==> src/rtl/ps2_rx_frontend.sv <==
// rtl/ps2_rx_frontend.sv - PS/2 receive front end: sync, clock filter, frame deserializer, prefix folding, code FIFO.
// Optional clock glitch filter enabled by defining PS2_RX_FILTER_EN.
module ps2_rx_frontend #(
  parameter int FILTER_LEN = 8,
  parameter int TIMEOUT    = 20000,
  parameter int FIFO_AW    = 3
) (
  input  logic               clk,
  input  logic               rst,
  input  logic               ps2_clk,
  input  logic               ps2_data,
  input  logic               rx_read,
  input  logic               ovf_clr,
  output logic [7:0]         rx_scan_code,
  output logic               rx_extended,
  output logic               rx_released,
  output logic               rx_data_ready,
  output logic               rx_frame_error,
  output logic               rx_overflow,
  output logic [FIFO_AW:0]   rx_count
);

  localparam int DEPTH = 1 << FIFO_AW;
  localparam int TW    = $clog2(TIMEOUT + 1);

  localparam logic [1:0] S_IDLE   = 2'd0;
  localparam logic [1:0] S_DATA   = 2'd1;
  localparam logic [1:0] S_PARITY = 2'd2;
  localparam logic [1:0] S_STOP   = 2'd3;

  if (FILTER_LEN < 2 || FILTER_LEN > 16) begin : g_bad_filter_len
    $error("FILTER_LEN must be within 2..16");
  end

  // Both pins are asynchronous; idle bus level is high.
  logic clk_s1, clk_s2, dat_s1, dat_s2;

  always_ff @(posedge clk) begin
    if (rst) begin
      clk_s1 <= 1'b1;
      clk_s2 <= 1'b1;
      dat_s1 <= 1'b1;
      dat_s2 <= 1'b1;
    end else begin
      clk_s1 <= ps2_clk;
      clk_s2 <= clk_s1;
      dat_s1 <= ps2_data;
      dat_s2 <= dat_s1;
    end
  end

  logic clk_filt;
  logic clk_filt_q;

`ifdef PS2_RX_FILTER_EN
  localparam int FW = $clog2(FILTER_LEN + 1);
  logic [FW-1:0] flt_cnt;

  always_ff @(posedge clk) begin
    if (rst) begin
      clk_filt <= 1'b1;
      flt_cnt  <= '0;
    end else if (clk_s2 == clk_filt) begin
      flt_cnt <= '0;
    end else if (flt_cnt == FW'(FILTER_LEN - 1)) begin
      clk_filt <= clk_s2;
      flt_cnt  <= '0;
    end else begin
      flt_cnt <= flt_cnt + 1'b1;
    end
  end
`else
  assign clk_filt = clk_s2;
`endif

  always_ff @(posedge clk) begin
    if (rst) clk_filt_q <= 1'b1;
    else     clk_filt_q <= clk_filt;
  end

  logic fall;
  assign fall = clk_filt_q & ~clk_filt;

  logic [1:0]    state;
  logic [2:0]    bit_idx;
  logic [7:0]    shreg;
  logic          par_ok;
  logic [TW-1:0] to_cnt;
  logic          ext_f, rel_f;
  logic          frame_err;

  logic stop_edge, frame_done, frame_bad, is_prefix, push;
  assign stop_edge  = fall && (state == S_STOP);
  assign frame_done = stop_edge && dat_s2 && par_ok;
  assign frame_bad  = stop_edge && !(dat_s2 && par_ok);
  assign is_prefix  = (shreg == 8'hE0) || (shreg == 8'hF0);
  assign push       = frame_done && !is_prefix;

  always_ff @(posedge clk) begin
    if (rst) begin
      state     <= S_IDLE;
      bit_idx   <= '0;
      shreg     <= '0;
      par_ok    <= 1'b0;
      to_cnt    <= '0;
      ext_f     <= 1'b0;
      rel_f     <= 1'b0;
      frame_err <= 1'b0;
    end else begin
      frame_err <= frame_bad;

      if (state == S_IDLE || fall) to_cnt <= '0;
      else                         to_cnt <= to_cnt + 1'b1;

      case (state)
        S_IDLE: begin
          if (fall && !dat_s2) begin
            state   <= S_DATA;
            bit_idx <= '0;
          end
        end
        S_DATA: begin
          if (fall) begin
            shreg   <= {dat_s2, shreg[7:1]};
            bit_idx <= bit_idx + 1'b1;
            if (bit_idx == 3'd7) state <= S_PARITY;
          end
        end
        S_PARITY: begin
          if (fall) begin
            par_ok <= ^{dat_s2, shreg};
            state  <= S_STOP;
          end
        end
        default: begin
          if (fall) begin
            state <= S_IDLE;
            if (frame_done && shreg == 8'hE0) begin
              ext_f <= 1'b1;
            end else if (frame_done && shreg == 8'hF0) begin
              rel_f <= 1'b1;
            end else begin
              ext_f <= 1'b0;
              rel_f <= 1'b0;
            end
          end
        end
      endcase

      // A stalled device abandons the partial byte but keeps pending prefixes.
      if (state != S_IDLE && !fall && to_cnt == TW'(TIMEOUT - 1)) state <= S_IDLE;
    end
  end

  logic [9:0]         mem [DEPTH];
  logic [FIFO_AW-1:0] wr_ptr, rd_ptr;
  logic [FIFO_AW:0]   count;
  logic               rd_q;
  logic               ovf;

  logic full, empty, pop, do_push, ovf_set;
  assign full    = (count == (FIFO_AW+1)'(DEPTH));
  assign empty   = (count == '0);
  assign pop     = rx_read && !rd_q && !empty;
  assign do_push = push && (!full || pop);
  assign ovf_set = push && full && !pop;

  always_ff @(posedge clk) begin
    if (do_push) mem[wr_ptr] <= {ext_f, rel_f, shreg};
  end

  always_ff @(posedge clk) begin
    if (rst) begin
      wr_ptr <= '0;
      rd_ptr <= '0;
      count  <= '0;
      rd_q   <= 1'b0;
      ovf    <= 1'b0;
    end else begin
      rd_q <= rx_read;
      if (do_push) wr_ptr <= wr_ptr + 1'b1;
      if (pop)     rd_ptr <= rd_ptr + 1'b1;
      case ({do_push, pop})
        2'b10:   count <= count + 1'b1;
        2'b01:   count <= count - 1'b1;
        default: count <= count;
      endcase
      if (ovf_set)      ovf <= 1'b1;
      else if (ovf_clr) ovf <= 1'b0;
    end
  end

  logic [9:0] head;
  assign head = mem[rd_ptr];

  assign rx_scan_code   = empty ? 8'h00 : head[7:0];
  assign rx_released    = empty ? 1'b0  : head[8];
  assign rx_extended    = empty ? 1'b0  : head[9];
  assign rx_data_ready  = !empty;
  assign rx_frame_error = frame_err;
  assign rx_overflow    = ovf;
  assign rx_count       = count;

endmodule
==> config.mk <==
export PLATFORM = sky130hd
export DESIGN_NAME = ps2_rx_frontend
export DESIGN_NICKNAME = d
export VERILOG_FILES = /design/src/rtl/ps2_rx_frontend.sv
export SDC_FILE = /design/constraint.sdc
export NUM_CORES = 1
export LEC_CHECK = 0
export ABC_AREA = 1
export CELL_PAD_IN_SITES_DETAIL_PLACEMENT = 1
export CELL_PAD_IN_SITES_GLOBAL_PLACEMENT = 2
export CORE_ASPECT_RATIO = 1.25
export CORE_MARGIN = 5
export CORE_UTILIZATION = 41
export CTS_BUF_LIST = sky130_fd_sc_hd__clkbuf_2
export DETAILED_ROUTE_END_ITERATION = 7
export GPL_TIMING_DRIVEN = 0
export PLACE_DENSITY_LB_ADDON = 0.15
export SLEW_MARGIN = 10
export SYNTH_ARGS = -nofsm -noshare
export SYNTH_HDL_FRONTEND = slang
export SYNTH_SLANG_ARGS = --single-unit
==> constraint.sdc <==
create_clock -name clk -period 3.4 [get_ports clk]
set_clock_uncertainty 0.1 [all_clocks]
set_input_delay 0.68 -clock clk [delete_from_list [all_inputs] [get_ports clk]]
set_output_delay 0.68 -clock clk [all_outputs]
set_load 0.05 [all_outputs]
---- Word-level counts from Yosys, hierarchy flattened ----
Memory sizes are Yosys's and may differ from the RTL's. A register that Yosys moved wholly into a read port is not among the register bits.
Cells that the tools add are included.
cells by class
  $add $sub $neg .......................... 6
  equality and inequality tests ........... 15
  multiplexer cells ....................... 22
  bitwise gates (word level) .............. 4
  reductions and logical operators ........ 44
operator list
  kind                                                              count
  8-bit == test (second input constant)                             2
  1-bit logical AND                                                 16
  15-bit by 1-bit adder with 15-bit output (second input constant)  1
  15-bit == test (second input constant)                            1
  3-bit two-way mux                                                 4
  2-bit two-way mux                                                 5
  2-bit nonzero test                                                5
  3-bit by 1-bit adder with 3-bit output (second input constant)    3
  1-bit two-way mux                                                 9
  3-bit AND reduction                                               3
  9-bit parity                                                      1
  1-bit zero test                                                   8
  8-bit two-way mux                                                 1
  2-bit inequality test (second input constant)                     4
  4-bit case mux with 2 select lines                                1
  2-bit == test (second input constant)                             3
  2-bit case mux with 3 select lines                                1
  3-bit case mux with 2 select lines                                1
  5-bit AND reduction                                               1
  4-bit by 1-bit adder with 4-bit output (second input constant)    1
  2-bit by 1-bit == test with 1-bit output (second input constant)  2
  4-bit == test (second input constant)                             1
  4-bit zero test                                                   1
  2-bit AND reduction                                               2
  9 further kinds                                                   14
storage, ports and cells
  flip-flop bits (word level) ............. 49
  RAM bits ................................ 80
  input bits .............................. 6
  logic and storage cells ................. 110
  memories kept ........................... 1
memory list
  memory  words  bits a word  rd ports  clocked after Yosys merged registers in  wr ports  RTL line  RTL
  mem     8      10           1         1                                        1         155       logic [9:0] mem [DEPTH];

---- Longest topological paths before layout ----
Gate-level depths: netlist (run 1).
  depth after elaboration ................. 9
  mapped depth ............................ 16
  gate-level depth less buffers ........... 16

---- Worst setup path before layout (run 1) ----
Ideal clock, no wire load.
  kind .................................... register -> output
  from .................................... reg count[3], in the netlist rx_count[3]
  to ...................................... out rx_released
  data arrival time ....................... 2.518 ns
  required time ........................... 2.620 ns
  slack ................................... 0.102 ns
  cell stages (with the launch flop) ...... 6
  path through ............................ dfxtp_1 -> nor2_1 -> nand2_2 -> clkbuf_1 -> o21ai_0 -> a31oi_1
on the way
  word-level cells in the longest chain between the ends .. 2
RTL lines
  item                    RTL line  RTL
  from (decl)             157       logic [FIFO_AW:0] count;
  from (signal assigned)  184       2'b10: count <= count + 1'b1;
  from (signal assigned)  185       2'b01: count <= count - 1'b1;
  from (signal assigned)  186       default: count <= count;
  4-bit zero test         163       assign empty = (count == '0);
  1-bit two-way mux       197       assign rx_released = empty ? 1'b0 : head[8];
  to (decl)               16        output logic rx_released,
No other way between the ends.

==> results.env, run 1 <==
CTS_TREE='built'
POWER_LEAKAGE_nW=2.30
SYNTH.DISTINCT_CELLS=40
POST-ROUTE-PERIOD-UTIL=0.934
SYNTH_ENABLE_FLOP_CELLS=80
GP_CONGESTION=0.778
AREA_OF_COMBINATIONAL_CELLS_WITH_MULTIPLE_INPUTS_MM2=0.00198
BOUNDARY_PINS=23
SETUP_VIOL_COUNT_FINAL=0
ACHIEVABLE-FREQUENCY_MHz=315
CLOCK_INSERTION_DELAY_WORST_SKEW_NS=0.67
SYNTH_NETS=590
DETAIL_ROUTE.WIRELENGTH_UM=13200
CP_NUM_BUF_INV=3
MOST_PREVALENT_STANDARD_CELL_ON_THE_CRITICAL_PATH='o21ai_0'
STATUS='completed'
SYN_AREA_PER_CELL_UM2=9.98
SYNTH_SEQUENTIAL_AREA_RATIO=0.609
FILLER_CELL_COUNT=1572
PLACE.PORT_BUFFERS=22
ANT_NETS=0
CRITICAL_PATH.TOP_DELAY_FAMILY='compound AO/OA/AOI/OAI gates'
MAXCAPVIOLCOUNT=0
CRITICAL_PATH.SLOWEST_CELL='dfxtp_2'
POST-SYNTH-TOP-AREA-CELL='edfxtp_1'
SYNTH_TOP_FLOP_CELL='edfxtp_1'
CRITICAL_PATH.CELL_CHAIN='inv_2, clkbuf_2, o21ai_0, o21ai_1, o21ai_0, a31oi_1, clkdlybuf4s15_2'
FF_LATCH_AREA_MM2=0.00345
LARGEST_NET_DEGREE_AT_THE_START_OF_GLOBAL_ROUTING=17
SLEW-LIMIT-HEADROOM=0.439
CTS_HOLD_REPAIR.BUFFERS=0
CRITPATHREQUIREDTIME_NS=2.62
NETLIST_TOP_CELLS_COUNT='108 x nor2_1, 80 x edfxtp_1, 74 x o21ai_0'
VERTICAL_EXTENT_OF_THE_DIE_UM=141
CTS.CLK_SLEW.WORST_PATHS_NS=0.22
REG2REG_SETUP_SLACK_NS=0.48
INSERTEDDIODECOUNT=0
POWERDENSITY_mW_PER_MM2=440
FIN_WORST_HOLD_SLACK_NS=0.341
SYNTHDOMINANTCELLAREASHARE=0.425
CRIT_ARRIVAL_NS=2.40
WIRE_PER_INST_UM=16.5
CTS_MAX_LEVEL=4
GRT_PASS1_WL_UM=21600
SETUP.WORST_PATH.END_CLASS='output pin'
VIAS_PER_CELL=5.07
PLACEMENT_ROWS=48
DR.PASS1.ITERS=7
HOLD_CLASS='register to register'
TIMING.FINAL.HOLD_VIOLATIONS=0
VIA_COUNT=4048
TIMING_MAX_TRANSITION_VIOLATIONS_FINAL=0
POST-CTS-SETUP-BUFFER-COUNT=0
CORE_AREA_MM2=0.0137
NUMBER_OF_INSTANCES_IN_THE_SYNTHESIZED_NETLIST=567
TRITONCTS.NUM_BUFFERS=17
NETLIST_AREA_MM2=0.00566
SYN2LAYOUT_AREA_GROWTH_PCT=12.5
GRT_PASS1_VIAS=4327
CLK_PATH_BUF_DEPTH=2
NUMBER_OF_DESIGN_RULE_VIOLATIONS_LEFT_BY_THE_FIRST_DETAILED_ROUTER_ITERATION=203
FLOORPLAN.INITIALDENSITY=0.413
P_TOTAL_mW=2.80
DRIVE_GT1_FRAC=0.164
CRITICAL_SETUP_PATH_KIND='register to output pin'
FLIP_FLOP_AND_LATCH_COUNT_AFTER_SYNTHESIS=132
LAYOUT_MIN_CYCLE_TIME_NS=3.18
FINAL.SETUP.TNS_NS=0
GRT_RESIDUAL_OVERFLOW=0
YS_TOP_CELLS_BY_AREA='edfxtp_1 42%, dfxtp_1 18%, nor2_1 7.2%, o21ai_0 6.5%, ha_1 3.5%'
FLOORPLAN.DIE_AREA_MM2=0.0163
IRDROPWORSTVDD_mV=0.170
DRCVIOLATIONCOUNT=0
ANTENNA_FOUND_INITIAL=0
YOSYSMOSTFREQUENTCELL='nor2_1'
CTS_REPAIR_RESIZES=48
CRITICAL-PATH-MAX-STAGE-DELAY_NS=0.45
CTSROOTBUFFERMASTER='clkbuf_2'
PATH_MAX_FANOUT=10
CLOCK_SINK_COUNT=132
GLOBALROUTETOTALUTIL=0.173
YS_ASYNC_SR_FRACTION=0
FINAL_NETS=633
RSZ_0062_RAISED_AFTER_GLOBAL_ROUTING='true'
YOSYS_WARNINGS=0
TIGHTEST_SLEW_NS=0.837
DIE_W_UM=115
START_KIND='register'
POST_DP_HPWL_UM=9670
logic make-up (layout without fill, tap and decap cells):
group	Yosys count	after routing	synth area share
fa+ha+maj	17	17	0.0389
buf+inv	70	126	0.0491
simple gates	221	221	0.181
xor+xnor	5	5	0.00774
compound gates	122	122	0.115
flops	132	132	0.609
worst register-to-register path, cell delays in order, from the launching register on:
cell and delay, ns:
dfxtp_1 0.69, inv_1 0.13, ha_1 0.23, nand2_1 0.14, nor2_1 0.11, nor2_4 0.16
nand2_4 0.09, nor2_8 0.16, nand2_2 0.12, nor3_2 0.65
where the power goes:
group / leakage (nW) / switching, mW / internal [mW]
combinational: 1.03 / 0.119 / 0.0573
clock: 0.130 / 0.630 / 0.281
sequential: 1.15 / 0.0178 / 1.70
area by class of cell:
cell class | count | area share
flip-flops and latches | 132 | 0.541
multi-input cells | 365 | 0.311
well taps | 175 | 0.0344
repair buffers | 24 | 0.0328
inverters | 51 | 0.0305
clock inverters | 15 | 0.0226
plain buffers | 19 | 0.0140
clock buffers | 17 | 0.0134
state kept, by name, summed over array words and instances, names as in the netlist, named ones only:
signal and cells:
rx_frame_error 1, rel_f 1, ext_f 1, state 2
shreg 8, rd_ptr 3, bit_idx 3, clk_s1 1
dat_s1 1, rx_overflow 1, clk_filt_q 1, dat_s2 1
rd_q 1, par_ok 1, rx_count 4, mem 80
clk_filt 1, to_cnt 15, wr_ptr 3
stage by stage:
stage	std cells	setup WS [ns]	instance area, um^2	utilization
final	798	0.223	6370	0.465
after global routing	798	-0.0404	6370	0.465
after CTS	798	0.00578	6390	0.466
after detailed placement	766	-0.0513	6140	0.449
after global placement	764	-0.190	6100	0.445
after floorplan	567	0.102	5660	-
path summary, 6_finish.rpt:
| path | start | endpoint | depth (start not counted) |
|---|---|---|---|
| setup / recovery | register | rx_scan_code[2] | 7 |
| hold / removal | clk_s1 | clk_filt | 1 |
| setup reg to reg | shreg[2] | mem[7][9] | 9 |
| hold reg to reg | clk_s1 | clk_filt | 1 |
placed cells by master, fill, tap and decap left out, types with 3 or more instances in the layout:
cell type / instances
a21oi_1: 27
a31oi_1: 11
buf_2: 12
buf_4: 3
clkbuf_1: 6
clkbuf_2: 22
clkdlybuf4s15_2: 4
clkdlybuf4s50_1: 11
clkinvlp_4: 4
dfxtp_1: 50
edfxtp_1: 80
ha_1: 16
inv_1: 44
inv_2: 5
inv_6: 8
nand2_1: 45
nand2_2: 8
nand3_1: 16
nand4_1: 4
nor2_1: 108
nor2_4: 5
nor3_1: 7
nor3_2: 8
nor4_1: 3
o21ai_0: 68
o21ai_1: 11
or2_2: 7
xor2_1: 3
layer usage:
layer  track usage  up-vias  share of wire
li1              -     2019              -
met1         0.194     1984           0.41
met2         0.326       34           0.56
met3        0.0371       11          0.024
met4        0.0464        0         0.0083
met5             0        -              0
Note: power is estimated with default switching activity, not from simulation.
==> run 2, diff against run 1 <==
==> constraint.sdc (replaced) <==
create_clock -name clk -period 3.6 [get_ports clk]
set_clock_uncertainty 0.1 [all_clocks]
set_input_delay 0.72 -clock clk [delete_from_list [all_inputs] [get_ports clk]]
set_output_delay 0.72 -clock clk [all_outputs]
set_load 0.05 [all_outputs]
==> results.env, run 2 (synthesis gave the netlist of run 1 again) <==
RSZ_0062_RAISED_AFTER_GLOBAL_ROUTING='false'
CP_NUM_BUF_INV=3
IRDROPWORSTVDD_mV=0.166
CORE_AREA_MM2=0.0137
POST-ROUTE-PERIOD-UTIL=0.936
DRCVIOLATIONCOUNT=0
DRIVE_GT1_FRAC=0.158
MOSTFREQUENTLAYOUTCELL='nor2_1'
DETAIL_ROUTE.WIRELENGTH_UM=13200
FINAL_NETS=632
SLEW-LIMIT-HEADROOM=0.434
CRITICAL_SETUP_PATH_KIND='register to output pin'
ANTENNA_FOUND_INITIAL=0
MAXCAPVIOLCOUNT=0
VIA_COUNT=4033
CLOCK_SINK_COUNT=132
CRITICAL_PATH.SLOWEST_CELL='dfxtp_2'
PATH_MAX_FANOUT=10
GLOBALROUTETOTALUTIL=0.173
LAYOUT.CELLS.MOST_COMMON_LIST='108 x nor2_1, 80 x edfxtp_1, 73 x o21ai_0'
BOUNDARY_PINS=23
REG2REG_FROM='shreg[2]'
PLACE.PORT_BUFFERS=22
VIAS_PER_CELL=5.06
DP_CELLS=766
POST-CTS-SETUP-BUFFER-COUNT=0
SETUP_VIOL_COUNT_FINAL=0
GP_CONGESTION=0.778
GRT_PASS1_WL_UM=21600
DIE_W_UM=115
REG2REG_DEPTH=9
POST_DP_HPWL_UM=9670
FINAL.SETUP.TNS_NS=0
CTSROOTBUFFERMASTER='clkbuf_2'
FLOORPLAN.DIE_AREA_MM2=0.0163
MOST_PREVALENT_STANDARD_CELL_ON_THE_CRITICAL_PATH='o21ai_0'
POST-PLACE-WS_NS=0.109
SYN2LAYOUT_AREA_GROWTH_PCT=12.9
LARGEST_NET_DEGREE_AT_THE_START_OF_GLOBAL_ROUTING=17
CTS_TREE='built'
ACHIEVABLE-FREQUENCY_MHz=297
GRT_PASS1_VIAS=4328
ANT_NETS=0
FINAL_CELLS=797
CTS.CLK_SLEW.WORST_PATHS_NS=0.22
LARGEST_REGISTERS_RANKED_BY_FLIP_FLOP_COUNT='mem: 80 flops, to_cnt: 15 flops, shreg: 8 flops'
CRIT_ARRIVAL_NS=2.55
START_KIND='register'
STATUS='completed'
SETUP.WORST_PATH.END_CLASS='output pin'
FIN_WORST_HOLD_SLACK_NS=0.341
LARGEST_REGISTER_FF_COUNT=80
TRITONCTS.NUM_BUFFERS=17
DR.PASS1.ITERS=6
FILLER_CELL_COUNT=1568
GRT_RESIDUAL_OVERFLOW=0
TIMING_MAX_TRANSITION_VIOLATIONS_FINAL=0
CRITICAL-PATH-MAX-STAGE-DELAY_NS=0.45
FLOORPLAN.INITIALDENSITY=0.413
FF_LATCH_AREA_MM2=0.00345
REGISTER_CONTAINING_THE_MOST_FLIP_FLOPS_IN_THE_FINAL_LAYOUT='mem'
SETUP_SLACK_OF_THE_CRITICAL_PATH_AFTER_LAYOUT_NS=0.230
TIMING.FINAL.HOLD_VIOLATIONS=0
HOLD_CLASS='register to register'
INSERTEDDIODECOUNT=0
NUMBER_OF_DESIGN_RULE_VIOLATIONS_LEFT_BY_THE_FIRST_DETAILED_ROUTER_ITERATION=174
REG2REG_SETUP_SLACK_NS=0.69
CLK_PATH_BUF_DEPTH=2
REG2REG_TO='mem[7][9]'
CRITPATHREQUIREDTIME_NS=2.78
CTS_HOLD_REPAIR.BUFFERS=0
WIRE_PER_INST_UM=16.5
TIGHTEST_SLEW_NS=0.845
VERTICAL_EXTENT_OF_THE_DIE_UM=141
POWER_LEAKAGE_nW=2.29
WORST_HOLD_PATH.ENDPOINT='clk_filt'
AREA_OF_COMBINATIONAL_CELLS_WITH_MULTIPLE_INPUTS_MM2=0.00198
CRITICAL_PATH.CELL_CHAIN='inv_2, clkbuf_2, o21ai_0, o21ai_0, o21ai_0, a31oi_1, clkdlybuf4s15_2'
CRITICAL_PATH.TOP_DELAY_FAMILY='compound AO/OA/AOI/OAI gates'
PLACEMENT_ROWS=48
LAYOUT_MIN_CYCLE_TIME_NS=3.37
CLOCK_INSERTION_DELAY_WORST_SKEW_NS=0.69
CTS_MAX_LEVEL=4
HOLDCRITSTARTPOINT='clk_s1'
HOLD-PATH-CELL-COUNT=1
POWERDENSITY_mW_PER_MM2=415
==> run 2: worst reg2reg max path, stage by stage (launching register included) <==
cell	delay, ns
dfxtp_1	0.68
inv_1	0.13
ha_1	0.22
nand2_1	0.14
nor2_1	0.11
nor2_4	0.16
nand2_4	0.09
nor2_8	0.16
nand2_2	0.12
nor3_2	0.66
==> run 2: timing repair <==
action | in CTS | in global routing
setup endpoints to repair | 10 | 10
hold endpoints to repair | 0 | 0
pin swaps | 0 | 0
resized for setup | 35 | 8
==> run 2: how the worst max path moves through the flow <==
| stage | slack, ns | cells past startpoint | startpoint | endpoint |
|---|---|---|---|---|
| 6_report | 0.23 | 7 | register | rx_scan_code[0] |
| 5_1_grt | 0.003 | 7 | register | rx_scan_code[0] |
| 4_1_cts | 0.003 | 7 | register | rx_scan_code[2] |
| 3_5_place_dp | 0.11 | 9 | rx_read | mem[6][2] |
| 3_3_place_gp | -0.03 | 9 | rx_read | mem[0][0] |
| 2_1_floorplan | 0.26 | 5 | rx_count[3] | rx_released |
==> run 2: final cells by class <==
type	instances	share of cell area
timing repair buffer	24	0.0372
tap	175	0.0343
buffer	18	0.0131
sequential	132	0.540
clock buffer	17	0.0133
inverter	51	0.0304
multi-input combinational	365	0.310
clock inverter	15	0.0225
==> run 2: power breakdown <==
group	leakage (nW)	switching, mW	internal, mW
clock network	0.130	0.598	0.266
logic	1.01	0.112	0.0552
registers	1.15	0.0167	1.60
total	2.29	0.727	1.92
==> run 2: metal layers <==
metal / share of wire / track usage
met5: 0 / 0
met4: 0.0098 / 0.0464
met3: 0.021 / 0.0371
met2: 0.56 / 0.326
met1: 0.41 / 0.194
==> run 2: stage by stage <==
stage                     cell area, um^2  power [mW]  utilization
final                                6390        2.65        0.466
after global routing                 6390        2.78        0.466
after CTS                            6380        2.70        0.466
after detailed placement             6140        1.83        0.449
after global placement               6100        1.82        0.445
after floorplan                      5660        1.77            -
==> run 3, diff against run 2 <==
--- a/config.mk
+++ b/config.mk
@@ -15,6 +15,7 @@
 export DETAILED_ROUTE_END_ITERATION = 7
 export GPL_TIMING_DRIVEN = 0
 export PLACE_DENSITY_LB_ADDON = 0.15
+export SETUP_SLACK_MARGIN = 0.3
 export SLEW_MARGIN = 10
 export SYNTH_ARGS = -nofsm -noshare
 export SYNTH_HDL_FRONTEND = slang
==> constraint.sdc (replaced) <==
create_clock -name clk -period 3.6 [get_ports clk]
set_clock_uncertainty 0.1 [all_clocks]
set_input_delay 0.36 -clock clk [delete_from_list [all_inputs] [get_ports clk]]
set_output_delay 0.36 -clock clk [all_outputs]
set_load 0.05 [all_outputs]
==> results.env, run 3 (synthesis gave the netlist of run 1 again) <==
FINAL.SETUP.TNS_NS=0
CRITICAL_PATH.SLOWEST_CELL='clkdlybuf4s50_1'
BOUNDARY_PINS=23
CLOCK_INSERTION_DELAY_WORST_SKEW_NS=0.70
WIRE_PER_INST_UM=16.5
GRT_PASS1_VIAS=4328
FILLER_CELL_COUNT=1572
VERTICAL_EXTENT_OF_THE_DIE_UM=141
GLOBALROUTETOTALUTIL=0.173
FINAL_CELLS=798
FINAL_CORE_UTILIZATION=0.465
IRDROPWORSTVDD_mV=0.167
FIN_WORST_HOLD_SLACK_NS=0.110
CRITICAL_SETUP_PATH_KIND='register to output pin'
DIE_W_UM=115
CLK_PATH_BUF_DEPTH=2
CP_NUM_BUF_INV=2
LAYOUT.CELLS.MOST_COMMON_LIST='108 x nor2_1, 80 x edfxtp_1, 74 x o21ai_0'
POWERDENSITY_mW_PER_MM2=416
DP_CELLS=766
SLEW-LIMIT-HEADROOM=0.442
MAXCAPVIOLCOUNT=0
FLOORPLAN.DIE_AREA_MM2=0.0163
SETUP_VIOL_COUNT_FINAL=0
TIGHTEST_SLEW_NS=0.832
SETUP.WORST_PATH.END_CLASS='output pin'
CRITICAL_PATH.CELL_CHAIN='nor2_1, nand2_2, clkbuf_1, clkdlybuf4s50_1'
CTSROOTBUFFERMASTER='clkbuf_2'
CRIT_ARRIVAL_NS=2.58
DESIGN_AREA_MM2=0.00636
TIMING.FINAL.HOLD_VIOLATIONS=0
ANT_NETS=0
RSZ_0062_RAISED_AFTER_GLOBAL_ROUTING='false'
GP_CONGESTION=0.778
MOSTFREQUENTLAYOUTCELL='nor2_1'
ANTENNA_FOUND_INITIAL=0
CTS_TREE='built'
SETUP_SLACK_OF_THE_CRITICAL_PATH_AFTER_LAYOUT_NS=0.562
PATH_MAX_FANOUT=10
CRITPATHREQUIREDTIME_NS=3.14
FINAL_NETS=633
CLOCK_SINK_COUNT=132
STATUS='completed'
CTS_HOLD_REPAIR.BUFFERS=0
PLACEMENT.CELL_AREA_MM2=0.00614
START_KIND='register'
POST-PLACE-WS_NS=0.270
POWER_LEAKAGE_nW=2.29
FLOORPLAN.INITIALDENSITY=0.413
CTS_MAX_LEVEL=4
POST_DP_HPWL_UM=9670
DRIVE_GT1_FRAC=0.157
VIA_COUNT=4061
DRCVIOLATIONCOUNT=0
GRT_PASS1_WL_UM=21600
GRT_RESIDUAL_OVERFLOW=0
PLACEMENT_ROWS=48
REGISTER_CONTAINING_THE_MOST_FLIP_FLOPS_IN_THE_FINAL_LAYOUT='mem'
LAYOUT_MIN_CYCLE_TIME_NS=3.04
SYN2LAYOUT_AREA_GROWTH_PCT=12.5
CRITICAL-PATH-MAX-STAGE-DELAY_NS=0.88
PLACE.PORT_BUFFERS=22
TRITONCTS.NUM_BUFFERS=17
CTS.CLK_SLEW.WORST_PATHS_NS=0.22
LARGEST_REGISTER_FF_COUNT=80
P_TOTAL_mW=2.65
DETAIL_ROUTE.WIRELENGTH_UM=13200
INSERTEDDIODECOUNT=0
ACHIEVABLE-FREQUENCY_MHz=329
POST-ROUTE-PERIOD-UTIL=0.844
VIAS_PER_CELL=5.09
CORE_AREA_MM2=0.0137
HOLD_CLASS='input port to register'
CRITICAL_PATH.TOP_DELAY_FAMILY='buffers and inverters'
LARGEST_REGISTERS_RANKED_BY_FLIP_FLOP_COUNT='mem: 80 flops, to_cnt: 15 flops, shreg: 8 flops'
NUMBER_OF_DESIGN_RULE_VIOLATIONS_LEFT_BY_THE_FIRST_DETAILED_ROUTER_ITERATION=175
DR.PASS1.ITERS=6
LARGEST_NET_DEGREE_AT_THE_START_OF_GLOBAL_ROUTING=17
TIMING_MAX_TRANSITION_VIOLATIONS_FINAL=0
==> run 3: changes by cell type in the layout (fill, tap and decap cells not counted), sizes merged <==
cell           before  now
clkdlybuf4s15       8    4
clkbuf             27   32
==> run 3: path summary, 6_finish.rpt <==
path / from / to / slack [ns] / cells past startpoint
setup / recovery: rx_count[3] / rx_data_ready / 0.56 / 4
hold / removal: ps2_clk / clk_s1 / 0.11 / 2
setup reg to reg: shreg[2] / mem[6][3] / 0.67 / 9
hold reg to reg: clk_s1 / clk_filt / 0.34 / 1
==> run 3: report_power, final <==
part | switching [mW] | internal (mW) | leakage, nW
logic | 0.112 | 0.0546 | 1.01
registers | 0.0168 | 1.60 | 1.15
clock network | 0.598 | 0.266 | 0.130
total | 0.727 | 1.92 | 2.29
==> run 3: layout make-up <==
class                           instances  area (um^2)  share of cell area
Clock buffer                           17         85.1              0.0134
Tap cell                              175          219              0.0344
Inverter                               51          194              0.0305
Sequential cell                       132         3440               0.541
Timing Repair Buffer                   24          214              0.0336
Buffer                                 19         87.6              0.0138
Clock inverter                         15          144              0.0226
Multi-Input combinational cell        365         1980               0.311
==> run 3: per-layer routing <==
metal	up-vias	global-route usage	share of wire
met2	43	0.326	0.56
met1	1987	0.194	0.41
met3	14	0.0371	0.026
met4	0	0.0464	0.0099
li1	2017	-	-
met5	-	0	0
==> run 3: what timing repair did <==
action / CTS / global route
resized for setup: 26 / 18
buffers inserted: 0 / 0
setup endpoints to repair: 20 / 10
